### src/rtl/multicycle_adder_if.sv
// Operand/result bundle for the digit-serial adder: start/busy/done handshake,
// operands in, result and flags out.
interface multicycle_adder_if #(
  parameter int unsigned WIDTH = 64
);
  logic             start;
  logic             sub;
  logic [WIDTH-1:0] a;
  logic [WIDTH-1:0] b;
  logic             busy;
  logic             done;
  logic [WIDTH-1:0] result;
  logic             carry;
  logic             overflow;
  logic             zero;
  logic             negative;

  modport master (
    output start, sub, a, b,
    input  busy, done, result, carry, overflow, zero, negative
  );

  modport slave (
    input  start, sub, a, b,
    output busy, done, result, carry, overflow, zero, negative
  );
endinterface

### src/rtl/multicycle_adder.sv
// Digit-serial adder/subtractor: one DIGIT-bit ripple slice walks the operands
// LSB-first over WIDTH/DIGIT cycles through a registered carry.
module multicycle_adder #(
  parameter int unsigned WIDTH = 64,
  parameter int unsigned DIGIT = 4
) (
  input  logic                clk,
  input  logic                reset,
  multicycle_adder_if.slave   bus
);

  localparam int unsigned N  = WIDTH / DIGIT;
  localparam int unsigned CW = (N > 1) ? $clog2(N) : 1;

  typedef enum logic {IDLE = 1'b0, RUN = 1'b1} state_t;

  state_t           r_state, w_state_nxt;
  logic [WIDTH-1:0] r_a, w_a_nxt;
  logic [WIDTH-1:0] r_b, w_b_nxt;
  logic [WIDTH-1:0] r_acc, w_acc_nxt;
  logic [WIDTH-1:0] r_result, w_result_nxt;
  logic [CW-1:0]    r_cnt, w_cnt_nxt;
  logic             r_cy, w_cy_nxt;
  logic             r_busy, w_busy_nxt;
  logic             r_done, w_done_nxt;
  logic             r_carry, w_carry_nxt;
  logic             r_ovf, w_ovf_nxt;
  logic             r_zero, w_zero_nxt;
  logic             r_neg, w_neg_nxt;

  logic [DIGIT:0]   w_sum;
  logic             w_cin_msb;
  logic [WIDTH-1:0] w_acc_shift;

  // Digit slice; carry into the slice MSB is recovered from its sum bit.
  assign w_sum       = {1'b0, r_a[DIGIT-1:0]} + {1'b0, r_b[DIGIT-1:0]} + (DIGIT+1)'(r_cy);
  assign w_cin_msb   = w_sum[DIGIT-1] ^ r_a[DIGIT-1] ^ r_b[DIGIT-1];
  assign w_acc_shift = (r_acc >> DIGIT) | (WIDTH'(w_sum[DIGIT-1:0]) << (WIDTH - DIGIT));

  always_comb begin
    w_state_nxt  = r_state;
    w_a_nxt      = r_a;
    w_b_nxt      = r_b;
    w_acc_nxt    = r_acc;
    w_result_nxt = r_result;
    w_cnt_nxt    = r_cnt;
    w_cy_nxt     = r_cy;
    w_busy_nxt   = r_busy;
    w_done_nxt   = 1'b0;
    w_carry_nxt  = r_carry;
    w_ovf_nxt    = r_ovf;
    w_zero_nxt   = r_zero;
    w_neg_nxt    = r_neg;

    case (r_state)
      IDLE: begin
        if (bus.start) begin
          w_state_nxt = RUN;
          w_busy_nxt  = 1'b1;
          w_a_nxt     = bus.a;
          w_b_nxt     = bus.sub ? ~bus.b : bus.b;
          w_cy_nxt    = bus.sub;
          w_cnt_nxt   = '0;
          w_acc_nxt   = '0;
        end
      end
      RUN: begin
        w_a_nxt   = r_a >> DIGIT;
        w_b_nxt   = r_b >> DIGIT;
        w_acc_nxt = w_acc_shift;
        w_cy_nxt  = w_sum[DIGIT];
        w_cnt_nxt = r_cnt + CW'(1);
        if (r_cnt == CW'(N - 1)) begin
          w_state_nxt  = IDLE;
          w_busy_nxt   = 1'b0;
          w_done_nxt   = 1'b1;
          w_cnt_nxt    = '0;
          w_result_nxt = w_acc_shift;
          w_carry_nxt  = w_sum[DIGIT];
          w_ovf_nxt    = w_cin_msb ^ w_sum[DIGIT];
          w_zero_nxt   = (w_acc_shift == '0);
          w_neg_nxt    = w_acc_shift[WIDTH-1];
        end
      end
      default: w_state_nxt = IDLE;
    endcase
  end

  always_ff @(posedge clk) begin
    if (!reset) begin
      r_state  <= IDLE;
      r_a      <= '0;
      r_b      <= '0;
      r_acc    <= '0;
      r_result <= '0;
      r_cnt    <= '0;
      r_cy     <= 1'b0;
      r_busy   <= 1'b0;
      r_done   <= 1'b0;
      r_carry  <= 1'b0;
      r_ovf    <= 1'b0;
      r_zero   <= 1'b0;
      r_neg    <= 1'b0;
    end else begin
      r_state  <= w_state_nxt;
      r_a      <= w_a_nxt;
      r_b      <= w_b_nxt;
      r_acc    <= w_acc_nxt;
      r_result <= w_result_nxt;
      r_cnt    <= w_cnt_nxt;
      r_cy     <= w_cy_nxt;
      r_busy   <= w_busy_nxt;
      r_done   <= w_done_nxt;
      r_carry  <= w_carry_nxt;
      r_ovf    <= w_ovf_nxt;
      r_zero   <= w_zero_nxt;
      r_neg    <= w_neg_nxt;
    end
  end

  assign bus.busy     = r_busy;
  assign bus.done     = r_done;
  assign bus.result   = r_result;
  assign bus.carry    = r_carry;
  assign bus.overflow = r_ovf;
  assign bus.zero     = r_zero;
  assign bus.negative = r_neg;

endmodule

### src/flat_wrapper.sv
// flat-port wrapper written by rule: the top's interface ports become plain ports
module multicycle_adder_flat 
#(
  parameter int unsigned WIDTH = 64,
  parameter int unsigned DIGIT = 4
)
  (clk, reset, bus_start, bus_sub, bus_a, bus_b, bus_busy, bus_done, bus_result, bus_carry, bus_overflow, bus_zero, bus_negative);
  multicycle_adder_if #(.WIDTH(WIDTH)) bus_i ();
  input  logic clk;
  input  logic reset;
  input wire logic [$bits(bus_i.start)-1:0] bus_start;
  input wire logic [$bits(bus_i.sub)-1:0] bus_sub;
  input wire logic [$bits(bus_i.a)-1:0] bus_a;
  input wire logic [$bits(bus_i.b)-1:0] bus_b;
  output wire logic [$bits(bus_i.busy)-1:0] bus_busy;
  output wire logic [$bits(bus_i.done)-1:0] bus_done;
  output wire logic [$bits(bus_i.result)-1:0] bus_result;
  output wire logic [$bits(bus_i.carry)-1:0] bus_carry;
  output wire logic [$bits(bus_i.overflow)-1:0] bus_overflow;
  output wire logic [$bits(bus_i.zero)-1:0] bus_zero;
  output wire logic [$bits(bus_i.negative)-1:0] bus_negative;
  assign bus_i.start = bus_start;
  assign bus_i.sub = bus_sub;
  assign bus_i.a = bus_a;
  assign bus_i.b = bus_b;
  assign bus_busy = bus_i.busy;
  assign bus_done = bus_i.done;
  assign bus_result = bus_i.result;
  assign bus_carry = bus_i.carry;
  assign bus_overflow = bus_i.overflow;
  assign bus_zero = bus_i.zero;
  assign bus_negative = bus_i.negative;
  multicycle_adder #(.WIDTH(WIDTH), .DIGIT(DIGIT)) u_core (.clk(clk), .reset(reset), .bus(bus_i));
endmodule
### config.mk
export PLATFORM = sky130hd
export DESIGN_NAME = multicycle_adder_flat
export DESIGN_NICKNAME = d
export VERILOG_FILES = /design/src/rtl/multicycle_adder_if.sv /design/src/rtl/multicycle_adder.sv /design/src/flat_wrapper.sv
export SDC_FILE = /design/constraint.sdc
export NUM_CORES = 1
export LEC_CHECK = 0
export ABC_CLOCK_PERIOD_IN_PS = 3000
export BUFFER_PORTS_ARGS = -buffer_cell sky130_fd_sc_hd__buf_2
export CAP_MARGIN = 20
export CORE_MARGIN = 8
export CORE_UTILIZATION = 40
export CTS_CLUSTER_DIAMETER = 80
export DETAILED_ROUTE_END_ITERATION = 12
export GPL_TIMING_DRIVEN = 1
export MAX_ROUTING_LAYER = met4
export PLACE_DENSITY = 0.6
export SLEW_MARGIN = 20
export SYNTH_ARGS = -nofsm -noshare
export SYNTH_HDL_FRONTEND = slang
export SYNTH_SLANG_ARGS = --single-unit
### constraint.sdc
create_clock -name clk -period 3 [get_ports clk]
set_clock_uncertainty 0.1 [all_clocks]
set_input_delay 0.15 -clock clk [delete_from_list [all_inputs] [get_ports clk]]
set_output_delay 0.15 -clock clk [all_outputs]
set_load 0.1 [all_outputs]
Word level (Yosys, flattened, before mapping)
Index checks and enable logic that the tools add are counted.
{ "classes": {"add_sub_neg": 3, "multipliers": 0, "div_mod_pow": 0, "magnitude_cmp": 0, "eq_ne": 3, "shifts": 0, "mux": 19, "bitwise_logic": 6, "reduce_logical": 4} }
{ "ops": {"columns": ["cell", "count"], "rows": [
  ["$pmux 64 s2", 3],
  ["$mux 64", 4],
  ["$logic_not 64->1", 1],
  ["$not 64->64", 1],
  ["$or 60x64->64", 1],
  ["$mux 4", 2],
  ["$pmux 4 s2", 1],
  ["$mux 1", 6],
  ["$pmux 1 s2", 3],
  ["$reduce_and 2->1", 3],
  ["$add 4x4->5", 1],
  ["$add 5x1->5", 1],
  ["$add 4x1->4 const B", 1],
  ["$eq 4x4->1 const B", 1],
  ["$ne 2x2->1 const B", 2],
  ["$xor 1x1->1", 3],
  ["$not 1->1", 1]
]} }
{ "totals": {"regBits": 268, "latchBits": 0, "ramBits": 0, "mem_bits_ro": 0, "inputBits": 132, "output_inout_bits": 70, "word_cells": 48, "n_memories": 0} }

Logic depth before layout (Yosys ltp)
{ "logic_depth": {"ltp_word": 5, "ltp_mapped": 8, "ltp_nobuf": 8} }

Worst setup path after synthesis
No wires, ideal clock.
{ "synth_timing": {"path_type": "register to register", "start": "register u_core.r_cy", "end": "register u_core.r_zero, in the netlist u_core.bus.zero", "setup_time_ns": 0.069, "t_arrival_ns": 2.122, "t_required_ns": 2.831, "setup_slack_ns": 0.709, "path_stages_with_launch": 9, "path_buffers": 0, "period_less_slack_ns": 2.291, "path_cell_list": "dfxtp_1 -> inv_1 -> fa_1 -> inv_1 -> fa_1 -> nor4_1 -> nand4_1 -> or4_1 -> o21ai_1"} }
{ "synth_via": {"elab_chain_cells": 3} }
{ "synth_rtl": {"columns": ["element", "line", "rtl"], "rows": [
  ["start: declaration", "multicycle_adder.sv:23", "logic r_cy, w_cy_nxt;"],
  ["start signal: assignment", "multicycle_adder.sv:111", "r_cy <= w_cy_nxt;"],
  ["$add 5x1->5", "multicycle_adder.sv:36", "assign w_sum = {1'b0, r_a[DIGIT-1:0]} + {1'b0, r_b[DIGIT-1:0]} + (DIGIT+1)'(r_cy);"],
  ["$or 60x64->64", "multicycle_adder.sv:38", "assign w_acc_shift = (r_acc >> DIGIT) | (WIDTH'(w_sum[DIGIT-1:0]) << (WIDTH - DIGIT));"],
  ["via u_core.w_acc_shift[61]", "multicycle_adder.sv:33", "logic [WIDTH-1:0] w_acc_shift;"],
  ["$logic_not 64->1", "multicycle_adder.sv:81", "w_zero_nxt = (w_acc_shift == '0);"],
  ["end signal: assignment", "multicycle_adder.sv:116", "r_zero <= w_zero_nxt;"],
  ["end: declaration", "multicycle_adder.sv:28", "logic r_zero, w_zero_nxt;"]
]} }
The timed path passes the listed nets, and every way through them passes these cells.
A chain may end at the register's enable or synchronous reset.

Worst setup path in the final report
{ "layout_timing": {"start": "register u_core.r_b[0]", "end": "register u_core.r_zero, in the netlist u_core.bus.zero"} }
{ "layout_via": {"elab_chain_cells": 4} }
{ "layout_rtl": {"columns": ["element", "line", "rtl"], "rows": [
  ["start: declaration", "multicycle_adder.sv:19", "logic [WIDTH-1:0] r_b, w_b_nxt;"],
  ["start signal: assignment", "multicycle_adder.sv:107", "r_b <= w_b_nxt;"],
  ["$add 4x4->5", "multicycle_adder.sv:36", null],
  ["$add 5x1->5", "multicycle_adder.sv:36", null],
  ["$or 60x64->64", "multicycle_adder.sv:38", null],
  ["via u_core.w_acc_shift[61]", "multicycle_adder.sv:33", null],
  ["$logic_not 64->1", "multicycle_adder.sv:81", null]
]} }
The timed path passes the listed nets, and every way through them passes these cells.

==> results.json <==
{
  "outcome": "finished clean",
  "synth.cell_area_mm2": 0.0121,
  "grt_usage": 0.170,
  "final-max-slew-violation-count": 0,
  "cap_violations": 0,
  "die_w_um": 190,
  "gp_congestion": 0.751,
  "dp_hpwl_um": 19400,
  "path_delay_family": "adder cells",
  "tns_ns": 0,
  "startpoint_type": "flop",
  "final_net_count": 1790,
  "ir_drop_mv": 0.468,
  "route.detailed.drc": 0,
  "synth-edff-count": 0,
  "synth_nets": 1541,
  "yosysWarnings": 0,
  "antenna_found_initial": 4,
  "clockBufferDepth": 3,
  "cp_cell_sequence": "inv_1 > fa_1 > inv_1 > fa_1 > nor4_1 > nand4_1 > or4_1 > o21ai_1",
  "core_mm2": 0.0296,
  "worst-slew-pin-transition_ns": 0.900,
  "rows": 63,
  "clk_pin_slew_worst_paths_ns": 0.06,
  "ant_nets": 0,
  "relSlewSlack": 0.400,
  "finalHoldWorstSlack_ns": 0.00314,
  "cts_root_buffer": "clkbuf_16",
  "setup_viol_count_final": 0,
  "drtPass1Iterations": 5,
  "leakagePower_nw": 6.15,
  "htreeDepth": 1,
  "synthTopCellsByArea": "dfxtp_1 (44%), nor2b_1 (6.4%), nand2_1 (6.0%)",
  "syn-instance-count": 1403,
  "cts_hold_buf": 123,
  "cts.sink_count": 263,
  "die_h_um": 190,
  "synth_top_area_cell": "dfxtp_1",
  "yosysSeqAreaShare": 0.437,
  "crit_type": "flop to flop",
  "wl_um": 30700,
  "tritoncts": "built",
  "grt_max_degree": 149,
  "critPathBufInv": 2,
  "insertion_delay_ns": 0.54,
  "power_density_mw_per_mm2": 554,
  "wl_per_cell_um": 14.8,
  "rrSetupSlack_ns": 0.56,
  "grt_pass1_wl_um": 50700,
  "grt-ovfl-total": 0,
  "grt_pass1_vias": 10000,
  "final_layout_size_suffix_gt1_frac": 0.162,
  "hold_viol": 0,
  "fmax_mhz": 409,
  "post_cts_buffers": 0,
  "min-delay-path-class": "input port to flop",
  "via_count": 10082,
  "grt_setup_unrepaired": "no",
  "final_core_util": 0.523,
  "slowest_stage": "fa_1",
  "cts_resized": 0,
  "cts_buffers": 30,
  "worst_ep_required_time_ns": 3.37,
  "drt-initial-drc-count": 699,
  "dieArea_mm2": 0.0359,
  "critPathMaxFanout": 3,
  "syn2layout_area_growth_pct": 28.6,
  "cp-end-kind": "flop",
  "netlist.area_leader.share": 0.437,
  "min_period_ns": 2.44,
  "max_stage_delay_ns": 0.45,
  "synth_ff_type": "dfxtp_1",
  "num_io_pins": 202,
  "avgSynthCellArea_um2": 8.59,
  "vias_per_cell": 4.87,
  "initial_core_util": 0.407,
  "period_share": 0.814,
  "io_buffers": 201,
  "ys_seq_elements": 263,
  "cp.arrival_ns": 2.81,
  "synth.distinct_cells": 40,
  "async_reset_ff_frac": 0,
  "nFillCells": 2774
}
==> per-layer routing <==
metal / wire [um] / vias to the layer above / track usage
met5: 0 / - / -
met4: 380 / 0 / 0.0331
met3: 1470 / 32 / 0.0300
met2: 14400 / 200 / 0.274
met1: 14500 / 4598 / 0.222
li1: - / 5252 / -
==> sequential cells by signal, indices dropped and copies added (netlist names), 4 cells and up <==
| signal | flops |
|---|---|
| u_core.r_a | 64 |
| u_core.r_b | 64 |
| u_core.bus.result | 63 |
| u_core.r_acc | 60 |
| u_core.r_cnt | 4 |
==> per-stage QoR <==
step	power, mW	setup WS, ns	cell area (um2)	cells
after floorplan	4.41	0.709	12100	1403
after global placement	4.62	0.593	13200	1887
after detailed placement	4.64	0.564	13200	1887
after CTS	8.69	0.544	15500	2066
after global routing	8.99	0.429	15500	2070
final	8.59	0.558	15500	2070
==> tightest hold or removal path, cell delays in order <==
cell	delay (ns)
buf_2	0.09
xnor2_1	0.12
a211oi_1	0.07
a21oi_1	0.11
nor2b_1	0.05
==> logic make-up (layout without fill, tap and decap cells) <==
logic type / after synthesis / in the layout / share of synthesized area
and+or+nand+nor: 543 / 543 / 0.236
AOI/OAI and AO/OA: 333 / 333 / 0.169
DFF: 263 / 263 / 0.437
buffers and inverters: 128 / 401 / 0.0490
xor gates and xnor gates: 66 / 66 / 0.0480
muxes: 64 / 64 / 0.0531
adders and majority gates: 6 / 6 / 0.00747
other: 0 / 4 / 0
==> cell type report <==
class | count | area [um2] | area share
diodes | 4 | 10.0 | 0.000646
repair buffers | 339 | 2440 | 0.158
multi-input cells | 1012 | 6200 | 0.400
inverters | 6 | 22.5 | 0.00145
clock inverters | 11 | 184 | 0.0119
flip-flops and latches | 263 | 5270 | 0.340
clock buffers | 45 | 888 | 0.0573
well taps | 390 | 488 | 0.0315
==> synth_stat cells (all sizes together) (64+ instances only) <==
cell and count:
nand2 194, a211oi 66, o21ai 65, a21boi 65
mux2i 64, a21oi 123, dfxtp 263, nor2 72
nor2b 123, xnor2 66
==> path summary, 6_finish.rpt <==
check	from	endpoint	cells past startpoint
worst max register to register	u_core.r_b[0]	u_core.bus.zero	8
worst max-delay path	u_core.r_b[0]	u_core.bus.zero	8
worst min-delay path	bus_b[11]	u_core.r_b[11]	5
worst min register to register	u_core.bus.result[19]	u_core.bus.result[19]	2
==> power by group <==
part	internal [mW]	switching (mW)
Clock	2.46	1.44
Sequential	3.63	0.0868
Combinational	0.497	0.475
Total	6.59	2.00
==> cells in the final DEF, fill, tap and decap left out, types with 5 or more instances in the layout <==
cell and n:
clkbuf_16 31, nand3_1 7, xnor2_1 66, clkbuf_8 6
a211oi_1 66, nor2_1 72, dlygate4sd3_1 123, buf_2 198
buf_4 10, inv_1 6, clkinv_2 5, bufinv_16 5
nand2_1 194, a21boi_1 63, nor3b_1 60, o21ai_1 64
dfxtp_1 262, mux2i_1 64, and2_1 61, nor4_1 12
a21oi_1 123, nor2b_1 123, clkbuf_1 8, o211a_1 5
buf_12 6
(Power assumes the default switching activity.)
